[src/rtl/hazard_ctrl.sv]
// ============================================================================
// Module   : hazard_ctrl
// Purpose  : Pipeline hazard controller covering memory freeze, branch/jump
//            redirects and load-use stalls, with saturating event counters.
// Revision : 1.0  initial release
// ============================================================================
`default_nettype none

module hazard_ctrl (
    input  logic        clkHZ,
    input  logic        rst,
    input  logic        idex_memread,
    input  logic [4:0]  idex_rt,
    input  logic        idex_jump,
    input  logic        exmem_branch_taken,
    input  logic [4:0]  ifid_rs,
    input  logic [4:0]  ifid_rt,
    input  logic        ifid_uses_rt,
    input  logic        mem_busy,
    output logic        pc_write,
    output logic        ifid_write,
    output logic        ifid_flush,
    output logic        idex_bubble,
    output logic        exmem_flush,
    output logic [1:0]  state,
    output logic [15:0] stall_cnt,
    output logic [15:0] flush_cnt
);

    typedef enum logic [1:0] {
        RUN    = 2'd0,
        FREEZE = 2'd1,
        REDIR  = 2'd2
    } state_t;

    localparam logic [15:0] C_CNT_MAX = 16'hFFFF;

    state_t      r_state;
    state_t      w_next_state;
    logic [15:0] r_stall_cnt;
    logic [15:0] r_flush_cnt;
    logic        w_stall_inc;
    logic        w_flush_inc;
    logic        w_load_use;

    assign w_load_use = idex_memread && (idex_rt != 5'd0) &&
                        ((idex_rt == ifid_rs) || (ifid_uses_rt && (idex_rt == ifid_rt)));

    // The illegal encoding falls through the same path as RUN.
    always_comb begin
        pc_write     = 1'b1;
        ifid_write   = 1'b1;
        ifid_flush   = 1'b0;
        idex_bubble  = 1'b0;
        exmem_flush  = 1'b0;
        w_next_state = RUN;
        w_stall_inc  = 1'b0;
        w_flush_inc  = 1'b0;

        if (rst) begin
            pc_write    = 1'b0;
            ifid_write  = 1'b0;
            ifid_flush  = 1'b1;
            idex_bubble = 1'b1;
            exmem_flush = 1'b1;
        end else if (mem_busy) begin
            pc_write     = 1'b0;
            ifid_write   = 1'b0;
            w_next_state = FREEZE;
            w_stall_inc  = 1'b1;
        end else if (r_state == REDIR) begin
            ifid_flush = 1'b1;
        end else if (exmem_branch_taken) begin
            ifid_flush   = 1'b1;
            idex_bubble  = 1'b1;
            exmem_flush  = 1'b1;
            w_next_state = REDIR;
            w_flush_inc  = 1'b1;
        end else if (idex_jump) begin
            ifid_flush  = 1'b1;
            idex_bubble = 1'b1;
            w_flush_inc = 1'b1;
        end else if (w_load_use) begin
            pc_write    = 1'b0;
            ifid_write  = 1'b0;
            idex_bubble = 1'b1;
            w_stall_inc = 1'b1;
        end
    end

    always_ff @(posedge clkHZ) begin
        if (rst) begin
            r_state     <= RUN;
            r_stall_cnt <= 16'd0;
            r_flush_cnt <= 16'd0;
        end else begin
            r_state <= w_next_state;
            if (w_stall_inc && (r_stall_cnt != C_CNT_MAX)) begin
                r_stall_cnt <= r_stall_cnt + 16'd1;
            end
            if (w_flush_inc && (r_flush_cnt != C_CNT_MAX)) begin
                r_flush_cnt <= r_flush_cnt + 16'd1;
            end
        end
    end

    assign state     = r_state;
    assign stall_cnt = r_stall_cnt;
    assign flush_cnt = r_flush_cnt;

endmodule

`default_nettype wire

[config.mk]
export PLATFORM = sky130hd
export DESIGN_NAME = hazard_ctrl
export DESIGN_NICKNAME = d
export VERILOG_FILES = /design/src/rtl/hazard_ctrl.sv
export SDC_FILE = /design/constraint.sdc
export NUM_CORES = 1
export LEC_CHECK = 0
export ABC_CLOCK_PERIOD_IN_PS = 1900
export BUFFER_PORTS_ARGS = -buffer_cell sky130_fd_sc_hd__buf_2
export CAP_MARGIN = 25
export CELL_PAD_IN_SITES_DETAIL_PLACEMENT = 2
export CELL_PAD_IN_SITES_GLOBAL_PLACEMENT = 2
export CORE_ASPECT_RATIO = 1.5
export CORE_MARGIN = 2
export CORE_UTILIZATION = 25
export CTS_CLUSTER_SIZE = 40
export DETAILED_ROUTE_END_ITERATION = 6
export MAX_ROUTING_LAYER = met4
export PLACE_DENSITY = 0.8
export SYNTH_ARGS = -nofsm -noshare
export SYNTH_HDL_FRONTEND = slang
export SYNTH_SLANG_ARGS = --single-unit
[constraint.sdc]
create_clock -name clkHZ -period 1.9 [get_ports clkHZ]
set_clock_uncertainty 0.1 [all_clocks]
set_input_delay 0.285 -clock clkHZ [delete_from_list [all_inputs] [get_ports clkHZ]]
set_output_delay 0.285 -clock clkHZ [all_outputs]
set_load 0.01 [all_outputs]
==> results.py <==
metrics = {
    "outcome": {
        "status": "finished, violations left",
        "failed_checks": "negative setup slack",
    },
    "cells_and_area": {
        "drive_above_1_share_pct": 39.6,
        "nets": 347,
        "syn2layout_area_growth_pct": 46.1,
        "diodes": 0,
        "fin_cells": 423,
    },
    "pwr": {
        "finalPower_uw": 1430,
        "p_per_area_mw_per_mm2": 535,
        "clkPwrFrac_pct": 36.0,
        "p_switching_uw": 365,
        "p_int_uw": 1060,
        "swShare_pct": 25.5,
        "sequentialPowerShare_pct": 50.7,
        "pwr-share-comb_pct": 13.4,
        "power.leakage_uw": 0.00112,
        "ir_drop_v": 0.000192,
    },
    "global_routing": {
        "grt_overflow": 0,
        "grt_pass1_vias": 2184,
        "antenna_found_initial": 0,
        "grt_max_degree": 40,
        "grt_pass1_wl_um": 10100,
        "track_usage_pct": 16.7,
    },
    "clock_network": {
        "numCtsBuffers": 5,
        "cts-root-buf": "clkbuf_8",
        "ctsHtreeMaxLevel": 2,
        "tritoncts": "done",
        "numClockSinks": 34,
        "clockBufferDepth": 2,
        "clk_latency_ps": 280,
        "clkTransAtPathRegs_ps": 70,
    },
    "synth": {
        "synth_cell_types": 47,
        "yosys_warnings": 0,
        "synth_top_cells_by_area": "dfxtp_1 37%, xnor2_1 7.7%, nor2_1 5.5%",
        "ys_ff_latch": 34,
        "async_flop_share_pct": 0,
        "yosysSeqAreaShare_pct": 37.2,
        "syn-cell-area_mm2": 0.00183,
        "synth.avg_cell_area_um2": 8.31,
        "synth_top_area_share_pct": 37.2,
        "synth.most_common_cell": "dfxtp_1",
        "synth_common_cells": "34 x dfxtp_1, 27 x nor2_1, 16 x a21oi_1, 16 x xnor2_1, 15 x or3_1",
        "synth-edff-count": 0,
        "synth_cells": 220,
        "synth_top_area_cell": "dfxtp_1",
        "syn-num-nets": 244,
        "yosys_most_used_dff": "dfxtp_1",
    },
    "die": {
        "fp.coreArea_mm2": 0.00718,
        "chipHeight_um": 109,
        "ios": 61,
        "die_x_um": 73.8,
        "fp.dieArea_mm2": 0.00803,
        "num_rows": 38,
        "start_util_pct": 25.5,
    },
    "critical_path": {
        "rr_endpoint": "stall_cnt[9]$_SDFFE_PP0P_",
        "cp_cell_sequence": "buf_6 -> or4_4 -> o21a_1 -> a211o_1 -> a21o_1 -> buf_2",
        "critPathLaunchType": "input pin",
        "rr_worst_depth": 6,
        "rrSetupSlack_ps": -30,
        "crit_fanout": 2,
        "worstPathRequired_ps": 1510,
        "end_kind": "primary output",
        "rr_startpoint": "stall_cnt[1]$_SDFFE_PP0P_",
        "critPathBufInv": 2,
        "critical_path.top_delay_family": "compound AO/OA/AOI/OAI gates",
        "arrival_ps": 1690,
        "max_stage_delay_ps": 530,
        "critical_path_class": "input pin to primary output",
        "cp_slowest_cell": "or4_4",
    },
    "route": {
        "vias_per_cell": 4.82,
        "first_pass_iters": 3,
        "vias": 2040,
        "drt_iter0_markers": 42,
        "drc": 0,
        "ant_nets": 0,
        "wl_per_cell_um": 15.0,
        "wl_um": 6360,
    },
    "placed_design": {
        "place.gp.congestion": 0.723,
        "place_inst": 410,
        "io_buffers": 60,
        "dpl.hpwl_um": 4700,
    },
    "min_path": {
        "min_to": "state[1]$_SDFF_PP0_",
        "hold_path_class": "input pin to flip-flop",
        "hold_path_depth": 3,
        "hold_start": "exmem_branch_taken",
    },
    "timing": {
        "grt_setup_unrepaired": "yes",
        "max-slew-margin-rel_pct": 70.1,
        "max_clock_freq_mhz": 481,
        "finalMaxSlewViolations": 0,
        "tightest_slew_ps": 449,
        "worst_slack_ps": -177,
        "final-setup-viol-count": 7,
        "finalCritPeriodShare_pct": 109,
        "final.min_clock_period_ps": 2080,
        "finalHoldViolCount": 0,
    },
    "run": {
        "maxCapViolations": 0,
    },
}
-- timing repair --
action                                  4_1_cts  5_1_grt
hold buffers                                  0        0
resized for setup                            10        5
buffers inserted                              4        2
endpoints found under the setup margin       13       20
pin swaps                                    12        2
-- routing by layer --
layer	global-route usage (%)	vias to the layer above	share of wire, %
met5	-	-	0
met4	5.06	0	1.2
met3	2.40	7	2.9
met2	32.1	39	57
met1	16.9	1006	39
li1	-	988	-
-- stage by stage --
stage | setup TNS [ps] | hold slack (ps) | worst slack (ps) | instance area, µm² | utilization, %
after floorplan | 0 | 323 | 3.38 | 1830 | -
after global placement | -2000 | 384 | -169 | 2490 | 34.7
after detailed placement | -3020 | 402 | -197 | 2490 | 34.7
after CTS | -518 | 173 | -170 | 2640 | 36.7
after global routing | -1600 | 196 | -209 | 2670 | 37.2
final | -472 | 189 | -177 | 2670 | 37.2
-- layout make-up --
| type | instances | area (µm²) |
|---|---|---|
| tap | 100 | 125 |
| fill | 846 | 4510 |
| sequential | 34 | 684 |
| timing repair buffer | 104 | 654 |
| inverter | 8 | 30.0 |
| multi-input combinational | 170 | 1100 |
| clock buffer | 7 | 76.3 |
-- registers in the layout (all words and copies together) (netlist names) --
register   flops
state          2
stall_cnt     16
flush_cnt     16
-- worst max-delay path by stage --
stage	from	endpoint	slack [ps]	depth (start not counted)
6_report	idex_rt[1]	idex_bubble	-180	6
5_1_grt	idex_rt[1]	idex_bubble	-210	6
4_1_cts	idex_rt[1]	idex_bubble	-170	6
3_5_place_dp	idex_rt[0]	stall_cnt[7]$_SDFFE_PP0P_	-200	8
3_3_place_gp	idex_rt[2]	idex_bubble	-170	6
2_1_floorplan	idex_rt[1]	pc_write	3	4
-- power groups by stage --
stage	combinational, µW	clock, µW	sequential (µW)
finish	191	514	724
global route	209	564	725
CTS	188	536	724
detailed placement	175	0	739
global placement	169	0	739
floorplan	87.4	0	744
-- worst reg2reg max path, delay by kind of cell (launching register included) --
family / cells / cell delay, ps
fa+ha+maj: 1 / 170
flops: 1 / 340
simple gates: 3 / 870
compound gates: 2 / 390
-- kinds of logic (layout without fill, tap and decap cells) --
group	count (synthesis)	in the layout	synth area share, %
muxes	4	4	2.33
adders and majority gates	2	2	1.37
DFF	34	34	37.2
AOI/OAI and AO/OA	51	51	18.1
buffers and inverters	16	119	4.59
and+or+nand+nor	93	93	26.8
xor gates and xnor gates	20	20	9.58
-- cell usage in the layout (no fill, tap or decap), types with 2 or more instances in the layout --
cell type  instances
o21ai_1            6
and3_4             2
o31ai_1            2
nand3_1           10
o21ai_0           10
clkbuf_1           2
mux2_1             2
dfxtp_2            3
o21ai_2            2
buf_2             58
nor3_1             2
and3_1             3
dfxtp_1           31
buf_6              5
nor2_1            27
mux2i_1            2
xor2_1             4
clkbuf_8           5
inv_1              8
a21oi_1           16
o211ai_1           2
nand4_1            7
and4_1             2
nand2_1           13
xnor2_1           16
buf_4             41
or3_1             15
nor2b_1            3
No activity file was read; power rests on OpenSTA's default activity.
